## src/rtl/pixel_readout.sv

```systemverilog
// ---------------------------------------------------------------------------
// pixel_readout
//
// Purpose:
//   This is the stage after pixelTop. When frameValid strobes, it captures the
//   flattened pixel array into a shadow register. It then streams the pixels
//   out one byte per beat over a valid/ready handshake, in row-major order
//   (pixel 0 first). Any frameValid that arrives while a frame is still
//   draining is dropped, and the sticky overrun flag records the loss.
//
// Optional feature:
//   READOUT_CRC_EN - When this macro is defined, a running XOR of the N pixel
//                    bytes is appended as one extra beat. That beat is sent
//                    from the CHK state and carries lastOut. Without the
//                    macro, a frame is exactly N beats and lastOut is set on
//                    pixel N-1.
//
// Parameters:
//   W, H          pixel array width / height
//   N             total pixel count (H*W), must be >= 2
//
// Ports:
//   clk           single clock, all state changes on the rising edge
//   reset         asynchronous, active-high; clears all state
//   pixelDataIn   flattened frame, pixel k at [8k+7:8k]
//   frameValid    one-cycle strobe marking a complete frame on pixelDataIn
//   dataOut       current output byte
//   dataValid     dataOut is valid this cycle
//   dataReady     consumer accepts the beat when dataValid && dataReady
//   firstOut      current beat is pixel 0
//   lastOut       current beat is the final beat of the frame
//   busy          a captured frame has not fully drained yet
//   overrun       sticky: a frameValid was dropped (cleared only by reset)
//
// All outputs come straight from flops. There is no combinational path from
// dataReady or frameValid to any output.
// ---------------------------------------------------------------------------
module pixel_readout #(
    parameter int W = 3,
    parameter int H = 2,
    parameter int N = H * W
) (
    input  logic           clk,
    input  logic           reset,
    input  logic [8*N-1:0] pixelDataIn,
    input  logic           frameValid,
    output logic [7:0]     dataOut,
    output logic           dataValid,
    input  logic           dataReady,
    output logic           firstOut,
    output logic           lastOut,
    output logic           busy,
    output logic           overrun
);

    localparam int            IW       = (N > 1) ? $clog2(N) : 1;
    localparam logic [IW-1:0] LAST_IDX = IW'(N - 1);

    typedef enum logic [1:0] {
        S_IDLE   = 2'd0,
        S_STREAM = 2'd1
`ifdef READOUT_CRC_EN
        ,
        S_CHK    = 2'd2
`endif
    } state_e;

    state_e         state_q,   state_d;
    logic [IW-1:0]  idx_q,     idx_d;
    logic [8*N-1:0] shadow_q,  shadow_d;
    logic [7:0]     data_q,    data_d;
    logic           valid_q,   valid_d;
    logic           first_q,   first_d;
    logic           last_q,    last_d;
    logic           overrun_q, overrun_d;
`ifdef READOUT_CRC_EN
    logic [7:0]     crc_q,     crc_d;
`endif

    logic           beat;
    logic [IW-1:0]  idx_inc;
    logic [7:0]     next_byte;

    assign beat    = valid_q && dataReady;
    assign idx_inc = idx_q + 1'b1;

    // This selects the byte that is presented after the current beat. The
    // explicit mux keeps the select in range when idx_inc would step past N-1.
    // That value is never used, but the select is still evaluated.
    always_comb begin
        next_byte = 8'h00;
        for (int k = 0; k < N; k++) begin
            if (idx_inc == IW'(k)) begin
                next_byte = shadow_q[8*k +: 8];
            end
        end
    end

    // The next output values are computed here so that every output can be
    // registered directly.
    always_comb begin
        // NOTE: every variable gets a hold-value default before the case.
        // Without the default, a path that skips an assignment would infer
        // a latch.
        state_d   = state_q;
        idx_d     = idx_q;
        shadow_d  = shadow_q;
        data_d    = data_q;
        valid_d   = valid_q;
        first_d   = first_q;
        last_d    = last_q;
        overrun_d = overrun_q;
`ifdef READOUT_CRC_EN
        crc_d     = crc_q;
`endif

        // A frame that arrives while another is still draining is dropped.
        // This includes the cycle of the final handshake.
        if (frameValid && (state_q != S_IDLE)) begin
            overrun_d = 1'b1;
        end

        case (state_q)
            S_IDLE: begin
                if (frameValid) begin
                    shadow_d = pixelDataIn;
                    idx_d    = '0;
                    state_d  = S_STREAM;
                    data_d   = pixelDataIn[7:0];
                    valid_d  = 1'b1;
                    first_d  = 1'b1;
                    last_d   = 1'b0;   // N >= 2, so pixel 0 is never last
`ifdef READOUT_CRC_EN
                    crc_d    = 8'h00;
`endif
                end
            end

            S_STREAM: begin
                if (beat) begin
                    first_d = 1'b0;
`ifdef READOUT_CRC_EN
                    crc_d   = crc_q ^ data_q;
`endif
                    if (idx_q == LAST_IDX) begin
`ifdef READOUT_CRC_EN
                        // The check byte includes the pixel just accepted.
                        state_d = S_CHK;
                        data_d  = crc_q ^ data_q;
                        last_d  = 1'b1;
`else
                        state_d = S_IDLE;
                        data_d  = 8'h00;
                        valid_d = 1'b0;
                        last_d  = 1'b0;
`endif
                    end else begin
                        idx_d  = idx_inc;
                        data_d = next_byte;
`ifdef READOUT_CRC_EN
                        last_d = 1'b0;
`else
                        last_d = (idx_inc == LAST_IDX);
`endif
                    end
                end
            end

`ifdef READOUT_CRC_EN
            S_CHK: begin
                if (beat) begin
                    state_d = S_IDLE;
                    data_d  = 8'h00;
                    valid_d = 1'b0;
                    last_d  = 1'b0;
                end
            end
`endif

            default: begin
                state_d = S_IDLE;
                data_d  = 8'h00;
                valid_d = 1'b0;
                first_d = 1'b0;
                last_d  = 1'b0;
            end
        endcase
    end

    always_ff @(posedge clk or posedge reset) begin
        if (reset) begin
            // NOTE: the shadow register is reset like any other register.
            // After reset, the outputs and a re-read shadow must read as zero,
            // not as whatever the flops powered up with.
            state_q   <= S_IDLE;
            idx_q     <= '0;
            shadow_q  <= '0;
            data_q    <= 8'h00;
            valid_q   <= 1'b0;
            first_q   <= 1'b0;
            last_q    <= 1'b0;
            overrun_q <= 1'b0;
`ifdef READOUT_CRC_EN
            crc_q     <= 8'h00;
`endif
        end else begin
            // NOTE: non-blocking assignments make all flops update together
            // from the values they held before the edge.
            state_q   <= state_d;
            idx_q     <= idx_d;
            shadow_q  <= shadow_d;
            data_q    <= data_d;
            valid_q   <= valid_d;
            first_q   <= first_d;
            last_q    <= last_d;
            overrun_q <= overrun_d;
`ifdef READOUT_CRC_EN
            crc_q     <= crc_d;
`endif
        end
    end

    assign dataOut   = data_q;
    assign dataValid = valid_q;
    assign firstOut  = first_q;
    assign lastOut   = last_q;
    assign busy      = valid_q;   // valid is high exactly in STREAM/CHK
    assign overrun   = overrun_q;

endmodule

```

## config.mk

```make
export PLATFORM = sky130hd
export DESIGN_NAME = pixel_readout
export DESIGN_NICKNAME = d
export VERILOG_FILES = /design/src/rtl/pixel_readout.sv
export SDC_FILE = /design/constraint.sdc
export NUM_CORES = 1
export LEC_CHECK = 0
export ABC_AREA = 1
export CORE_MARGIN = 2
export CORE_UTILIZATION = 40
export CTS_BUF_LIST = sky130_fd_sc_hd__clkbuf_16
export CTS_CLUSTER_SIZE = 16
export DETAILED_ROUTE_END_ITERATION = 7
export PLACE_DENSITY = 0.65
export SLEW_MARGIN = 20
export SYNTH_ARGS = -nofsm -noshare
export SYNTH_HDL_FRONTEND = slang
export SYNTH_SLANG_ARGS = --single-unit
```

## constraint.sdc

```tcl
create_clock -name clk -period 4.37 [get_ports clk]
set_input_delay 0.6555 -clock clk [delete_from_list [all_inputs] [get_ports clk]]
set_output_delay 0.6555 -clock clk [all_outputs]
set_load 0.005 [all_outputs]
```

==> results by group, run 1 <==
Run status
  • Outcome: finished, final reports clean

Drt
  • DRT Pass-1 Iters: 4
  • Vias: 2,532
  • DRC Markers: 0
  • WL/cell: 13.8 um
  • Routed Antenna Nets: 0
  • Post-Route WL: 7.29 mm
  • Vias per std cell: 4.80
  • First DRT Iteration DRCs: 147

Timing
  • Fin. Hold Viols: 0
  • Slew @ Worst Pin: 0.835 ns
  • Finish-stage setup viols: 0
  • Final period util: 51.4%
  • Clock Skews: 0.00588 ns
  • Min cycle time layout: 2.25 ns
  • Unrepaired setup endpoints after global routing: false
  • Fin Setup TNS: 0 ns
  • Slew HR: 44.1%
  • Final Max Tran Viols: 0
  • Max Clk Rate: 0.445 GHz

Floorplan
  • Die Wd: 93.7 um
  • DIE AREA: 8780 sq um
  • Initial Util: 41.4%
  • Number of I/O pins: 65
  • Row Count: 32
  • CORE AREA: 7770 sq um
  • Die Y: 93.7 um

Logic synthesis
  • Share of the synthesized area in the top cell type: 49.0%
  • EDFF count, synth: 0
  • Sequential share of the synthesized area: 49.0%
  • Top cell type by total area after synthesis: dfrtp_1
  • Synthesized area per cell: 8.94 sq um
  • Post-synthesis cell type count: 24
  • Main synth FF type: dfrtp_1
  • Register bit total from synthesis: 63
  • Synth Warn #: 0
  • Post-synth top cells: dfrtp_1, nand2_1, inv_1, nor2_1, mux2_2
  • Syn Nets: 417
  • Netlist Area Pre-Place: 3220 sq um
  • Asr flop ratio synth: 100%
  • Top cells by area, synth: dfrtp_1, mux2_2, nand2_1
  • Synthesized instance count: 360

Placed design
  • HPWL after DPL: 5.19 mm
  • Gpl congestion: 0.800
  • IO buf count: 64

Layout
  • Layout area overhead: 30.6%
  • Fraction of layout cells with a size suffix above 1: 16.5%
  • Nets: 477
  • Fillers: 727
  • Ant diodes: 0

Setup path
  • CP Capture Type: flop
  • Crit path max fanout: 47
  • Highest-delay cell along the critical path: nand2_2
  • Crit Path Category: primary input to flop
  • CP Data Arrival Time: 2.46 ns
  • Crit-path max cell delay: 0.63 ns
  • Element type at the critical path start: primary input
  • CP Data Required Time: 4.59 ns
  • Worst setup path startpoint: frameValid
  • Worst reg-to-reg path cell count: 4
  • Critical path cell sequence: clkdlybuf4s50_1, nand2_2, buf_4, mux2_2
  • Reg2Reg Launch Point: busy

Clock network
  • Clk_lat worst skew: 0.33 ns
  • CTS tree: done
  • Clk root buf: clkbuf_16
  • Post-CTS sizing: 0
  • Post-CTS setup buffers: 0
  • Post-CTS Hold Fix Bufs: 0
  • Clk buf depth: 2
  • Cts bufs inserted: 9
  • Clk slew on worst S/H paths: 0.06 ns
  • Clock Sink Count: 63
  • CTS H-tree depth: 3

Worst hold path
  • Hold_sp: overrun
  • Hold crit path type: flop to flop
  • Hold Path Depth: 1

GRT
  • GR Overflow Total: 0
  • Global Route met3 Usage: 3.45%
  • Most used routing layer: met2
  • Vias in the first global route: 2,516
  • GR Util met2: 29.1%
  • First-pass GRT wire length: 12.3 mm
  • Initial antenna violation count: 0
  • Global Route Usage Sum: 18.4%
  • Largest net degree at the start of global routing: 48
  • GRT met1 Usage: 24.9%

Power and ir drop
  • Final Power: 3.04 mW
  • Pwr dens: 724 nW/um^2
  • Leak pwr: 2.03 nW
  • IR Drop Worst-Case VDD: 0.000279 V

Run
  • Total of max-cap violations: 0
## flip-flops by register name, summed over array words and instances, names as in the netlist
signal,count
overrun,1
firstOut,1
busy,1
shadow_q,48
dataOut,8
lastOut,1
idx_q,3
## per-layer routing
layer / share of wire [%] / vias to the layer above
met5: 0 / -
met4: 2.1 / 0
met3: 3.8 / 13
met2: 48 / 50
met1: 46 / 1199
li1: - / 1270
## critical path: cells and delay by family
| kind | cells | cell delay, ns |
|---|---|---|
| multiplexers | 1 | 0.36 |
| buffers and inverters | 2 | 0.80 |
| AND/OR/NAND/NOR | 1 | 0.63 |
## stage by stage
stage          setup WS [ns]  utilization [%]  instances  hold slack [ns]  cell area (sq um)
4_1_cts                 2.11             54.1        527            0.458               4200
6_report                2.12             54.1        527            0.453               4200
5_1_grt                 1.98             54.1        527            0.475               4200
3_5_place_dp            1.78             49.9        511            0.445               3880
2_1_floorplan           2.14                -        360            0.451               3220
3_3_place_gp            1.81             49.9        511            0.443               3880
## area by class of cell
cell class / count / area (sq um) / area share [%]
multi-input cells: 229 / 1320 / 31.5
repair buffers: 67 / 663 / 15.8
clock buffers: 9 / 225 / 5.36
inverters: 50 / 188 / 4.47
flip-flops and latches: 63 / 1580 / 37.5
clock inverters: 7 / 97.6 / 2.32
well taps: 102 / 128 / 3.04
## layout by cell type (no fill, tap or decap), drive strengths merged
master	count
a21o	1
o211ai	1
o21ai	27
buf	3
inv	50
o22ai	1
nand3	30
clkbuf	9
nor2	33
nand3b	1
bufinv	2
dfrtp	63
or2	6
clkdlybuf4s50	64
clkinv	3
ha	5
mux2	31
clkinvlp	2
a21oi	25
nand2	68
## logic make-up (layout without fill, tap and decap cells)
family / count (synthesis) / after routing / synth area share, %
DFF: 63 / 63 / 49.0
muxes: 31 / 31 / 10.8
AOI/OAI and AO/OA: 55 / 55 / 9.56
buffers and inverters: 68 / 133 / 9.95
adders and majority gates: 5 / 5 / 1.94
and+or+nand+nor: 138 / 138 / 18.7
## worst paths after layout
path,to,slack [ns]
setup / recovery,shadow_q[47],2.12
hold / removal,overrun,0.45
setup reg to reg,shadow_q[47],2.26
hold reg to reg,overrun,0.45
max in group asynchronous,shadow_q[1],2.75
min in group asynchronous,shadow_q[45],0.74
## where the power goes
part           internal, mW  switching [mW]
sequential            0.862           0.150
clock                 0.499           0.262
combinational         0.555           0.713
total                  1.92            1.13
Note: power is estimated with default switching activity, not from simulation.
==> run 2: changes to the inputs <==
- PLACE_DENSITY: 0.65 -> 0.67
- clock period: 4.37 -> 1.9 ns (I/O delays scaled with it)
==> results by group, run 2 (synthesized netlist as in run 1, its figures left out) <==
Setup path
  • Worst R2R End: dataOut[1]
  • Crit path max fanout: 14
  • Reg2Reg Launch Point: idx_q[0]
  • Element type at the critical path start: flop
  • Worst reg-to-reg path cell count: 13
  • CP Data Required Time: 2.16 ns
  • CP Capture Type: flop
  • Reg2reg setup slack: 0.16 ns
  • Crit Path Category: flop to flop
  • CP Data Arrival Time: 2.00 ns

Layout
  • Layout area overhead: 34.0%
  • Nets: 482
  • Top reg by flops: shadow_q
  • Fraction of layout cells with a size suffix above 1: 17.7%
  • Most common cell after layout, fill and taps aside: clkdlybuf4s50_1
  • Ant diodes: 0
  • Utilization after layout: 55.5%
  • Most frequent cells in the layout: clkdlybuf4s50_1, dfrtp_1, nand2_1
  • Largest register FFs: 48

Clock network
  • Clk_lat worst skew: 0.33 ns
  • Clock Sink Count: 63
  • Clk buf depth: 2
  • CTS tree: done
  • Cts bufs inserted: 9
  • Post-CTS Hold Fix Bufs: 0
  • Clk root buf: clkbuf_16
  • CTS H-tree depth: 3
  • Clk slew on worst S/H paths: 0.06 ns

Timing
  • Final Max Tran Viols: 0
  • Fin Setup TNS: 0 ns
  • Final period util: 91.4%
  • Max Clk Rate: 0.576 GHz
  • Slew HR: 76.7%
  • Slew @ Worst Pin: 0.350 ns
  • Fin. Hold Viols: 0
  • Worst setup margin: 0.163 ns
  • Unrepaired setup endpoints after global routing: false
  • Fin Hold WS: 0.333 ns
  • Finish-stage setup viols: 0
  • Min cycle time layout: 1.74 ns
  • Clock Skews: 0.00692 ns

Placed design
  • HPWL after DPL: 5.59 mm
  • Gpl congestion: 0.865
  • IO buf count: 64
  • DP Worst Slack: 0.161 ns

Drt
  • DRC Markers: 0
  • Vias per std cell: 4.86
  • Vias: 2,583
  • First DRT Iteration DRCs: 199
  • DRT Pass-1 Iters: 7
  • Routed Antenna Nets: 0
  • WL/cell: 14.4 um
  • Post-Route WL: 7.67 mm

GRT
  • First-pass GRT wire length: 12.4 mm
  • Largest net degree at the start of global routing: 64
  • Initial antenna violation count: 0
  • Vias in the first global route: 2,551
  • Global Route Usage Sum: 18.4%
  • GR Overflow Total: 0

Run status
  • Outcome: finished, final reports clean

Power and ir drop
  • IR Drop Worst-Case VDD: 0.000734 V
  • Pwr dens: 1690 nW/um^2
  • Leak pwr: 2.09 nW

Floorplan
  • Row Count: 32
  • DIE AREA: 8780 sq um
  • CORE AREA: 7770 sq um
  • Number of I/O pins: 65
  • Die Wd: 93.7 um
  • Die Y: 93.7 um
  • Initial Util: 41.4%

Run
  • Total of max-cap violations: 0

Worst hold path
  • Hold crit path type: primary input to asynchronous set/reset pin
==> run 2: cell types whose count changed in the layout (fill, tap and decap cells not counted), sizes merged <==
cell      delta
buf          +5
bufinv       +1
clkinv       +1
clkinvlp     -2
==> run 2: layout make-up <==
cell class	instances	area (sq um)
Tap cell	102	128
Timing Repair Buffer	72	738
Sequential cell	63	1580
Clock inverter	7	121
Fill cell	696	3460
Inverter	50	188
Multi-Input combinational cell	229	1340
Clock buffer	9	225
==> run 2: what timing repair did <==
action	4_1_cts	5_1_grt
setup buffers	0	1
resized for setup	0	2
endpoints found under the setup margin	0	3
endpoints found under the hold margin	0	0
==> run 2: metrics by stage <==
stage	total power [mW]	area [sq um]	instances
floorplan	4.45	3220	360
detailed placement	5.38	3950	515
global placement	5.30	3950	515
global route	7.85	4310	532
CTS	7.29	4290	531
finish	7.31	4310	532
==> run 2: report_power, final <==
group	internal, mW	switching [mW]	total (mW)
sequential	1.98	0.363	2.34
clock	1.28	0.610	1.89
combinational	1.38	1.69	3.07
==> run 2: how the worst max path moves through the flow <==
stage / startpoint / to / slack [ns] / depth (start not counted)
floorplan: reset / busy / 0.05 / 1
finish: idx_q[0] / dataOut[1] / 0.16 / 13
global route: idx_q[0] / dataOut[7] / 0.01 / 12
detailed placement: idx_q[0] / dataOut[1] / 0.16 / 13
global placement: idx_q[0] / dataOut[1] / 0.18 / 13
CTS: idx_q[0] / dataOut[1] / 0.14 / 13
==> run 2: worst max-delay path: stages, from the launching register on <==
cell and delay [ns]:
dfrtp_1 0.41, ha_1 0.22, inv_1 0.07, nand2_2 0.08, nand2_8 0.12, buf_4 0.15, nand3_1 0.08, nand2_1 0.09
nand2_1 0.05, nand2_1 0.06, nand2_1 0.07, nand2_1 0.06, nand2_1 0.09, a21oi_2 0.12
==> run 2: metal layers <==
layer	global-route usage, %	share of wire, %	vias to the layer above
met3	4.17	5.7	17
li1	-	-	1284
met1	24.6	45	1208
met2	28.2	47	74
met5	0	0	-
met4	8.82	2.3	0
==> run 3: changes to the inputs <==
- CORE_MARGIN: 2 -> unset
- MAX_ROUTING_LAYER: unset -> met4
==> results by group, run 3 (synthesized netlist as in run 1, its figures left out) <==
Drt
  • Post-Route WL: 7.46 mm
  • WL/cell: 13.9 um
  • Vias: 2,574
  • Routed Antenna Nets: 0
  • DRC Markers: 0
  • Vias per std cell: 4.80
  • DRT Pass-1 Iters: 4
  • First DRT Iteration DRCs: 143

Setup path
  • Crit path max fanout: 15
  • Crit-path max cell delay: 0.41 ns
  • Worst R2R End: dataOut[2]
  • Reg2reg setup slack: 0.1 ns
  • CP Capture Type: flop
  • Reg2Reg Launch Point: idx_q[0]
  • Worst setup path startpoint: idx_q[0]
  • CP Data Required Time: 2.11 ns
  • Highest-delay cell along the critical path: dfrtp_1
  • End of the critical path: dataOut[2]
  • Element type at the critical path start: flop
  • Critical path cell sequence: ha_1, inv_1, nand2_2, nand2_8, buf_4, nand2_4, or2_2, nand2_1, nand2_1, nand2_1, a21oi_2
  • Worst reg-to-reg path cell count: 11
  • Crit Path Category: flop to flop
  • Most used cell along the critical path: nand2_1
  • CP Data Arrival Time: 2.01 ns

Layout
  • Fraction of layout cells with a size suffix above 1: 17.7%
  • Largest register FFs: 48
  • Fillers: 700
  • Layout area overhead: 32.7%
  • Most frequent cells in the layout: clkdlybuf4s50_1, dfrtp_1, nand2_1
  • Utilization after layout: 55.0%
  • Nets: 487
  • Top reg by flops: shadow_q
  • Most common cell after layout, fill and taps aside: clkdlybuf4s50_1
  • Ant diodes: 0

GRT
  • GR Overflow Total: 0
  • First-pass GRT wire length: 12.3 mm
  • Vias in the first global route: 2,475
  • Initial antenna violation count: 0
  • Global Route Usage Sum: 19.6%
  • Largest net degree at the start of global routing: 64

Clock network
  • Clk buf depth: 2
  • Clock Sink Count: 63
  • Clk_lat worst skew: 0.32 ns
  • CTS tree: done
  • Clk root buf: clkbuf_16
  • Cts bufs inserted: 9
  • Clk slew on worst S/H paths: 0.05 ns
  • CTS H-tree depth: 3
  • Post-CTS Hold Fix Bufs: 0

Power and ir drop
  • Leak pwr: 2.08 nW
  • Pwr dens: 1650 nW/um^2
  • IR Drop Worst-Case VDD: 0.000549 V

Timing
  • Clock Skews: 0.00537 ns
  • Worst setup margin: 0.0992 ns
  • Slew HR: 76.4%
  • Final Max Tran Viols: 0
  • Fin Setup TNS: 0 ns
  • Finish-stage setup viols: 0
  • Fin. Hold Viols: 0
  • Min cycle time layout: 1.80 ns
  • Max Clk Rate: 0.555 GHz
  • Slew @ Worst Pin: 0.353 ns
  • Final period util: 94.8%
  • Unrepaired setup endpoints after global routing: true

Placed design
  • DP Worst Slack: 0.0354 ns
  • HPWL after DPL: 5.36 mm
  • IO buf count: 64
  • Gpl congestion: 0.841

Run
  • Total of max-cap violations: 0

Floorplan
  • Die Wd: 91.7 um
  • DIE AREA: 8410 sq um
  • Row Count: 32
  • Die Y: 91.7 um
  • Number of I/O pins: 65
  • CORE AREA: 7770 sq um
  • Initial Util: 41.4%

Worst hold path
  • Hold crit path type: primary input to asynchronous set/reset pin

Run status
  • Outcome: finished, final reports clean
[run 3: changes by cell type in the layout (fill, tap and decap cells not counted), sizes merged]
| cell | delta |
|---|---|
| clkinv | +1 |
| buf | +5 |
| bufinv | -2 |
[run 3: stage by stage]
step                hold WS, ns  std cells  area (sq um)  total power, mW
global route              0.373        536          4270             7.59
floorplan                 0.406        360          3220             4.45
detailed placement        0.460        516          3940             5.36
CTS                       0.363        531          4220             6.95
finish                    0.324        536          4270             7.04
global placement          0.444        516          3940             5.30
[run 3: worst min path at each step]
stage | cells past startpoint | endpoint | start
final | 3 | shadow_q[34] | reset
after global routing | 3 | shadow_q[41] | reset
after CTS | 3 | shadow_q[42] | reset
after detailed placement | 1 | overrun | overrun
after global placement | 1 | overrun | overrun
after floorplan | 1 | overrun | frameValid
[run 3: routing by layer]
| layer | up-vias | GRT usage (%) | part of all wire (%) |
|---|---|---|---|
| met2 | 59 | 30.0 | 48 |
| met1 | 1214 | 25.8 | 47 |
| met5 | - | - | 0 |
| met4 | 0 | 8.33 | 1.9 |
| met3 | 14 | 3.57 | 3.6 |
| li1 | 1287 | - | - |
[run 3: area by class of cell]
type                            count  area, sq um  share of cell area [%]
Tap cell                          102          128                    2.99
Sequential cell                    63         1580                    36.9
Timing Repair Buffer               77          767                    18.0
Inverter                           50          188                    4.40
Clock inverter                      6         52.6                    1.23
Clock buffer                        9          225                    5.28
Multi-Input combinational cell    229         1330                    31.2
[run 3: critical path: cells and delay by family (launching register included)]
kind / cells / cell delay [ns]
and+or+nand+nor: 7 / 0.80
adders and majority gates: 1 / 0.23
DFF: 1 / 0.41
AOI/OAI and AO/OA: 1 / 0.05
buffers and inverters: 2 / 0.19
[run 3: where the power goes]
| group | internal [mW] | switching (mW) |
|---|---|---|
| clock | 0.990 | 0.552 |
| sequential | 1.98 | 0.348 |
| combinational | 1.46 | 1.71 |
[run 3: repair_timing]
item	CTS	global route
buffers inserted	0	5
resized for setup	0	2
endpoints found under the setup margin	0	8
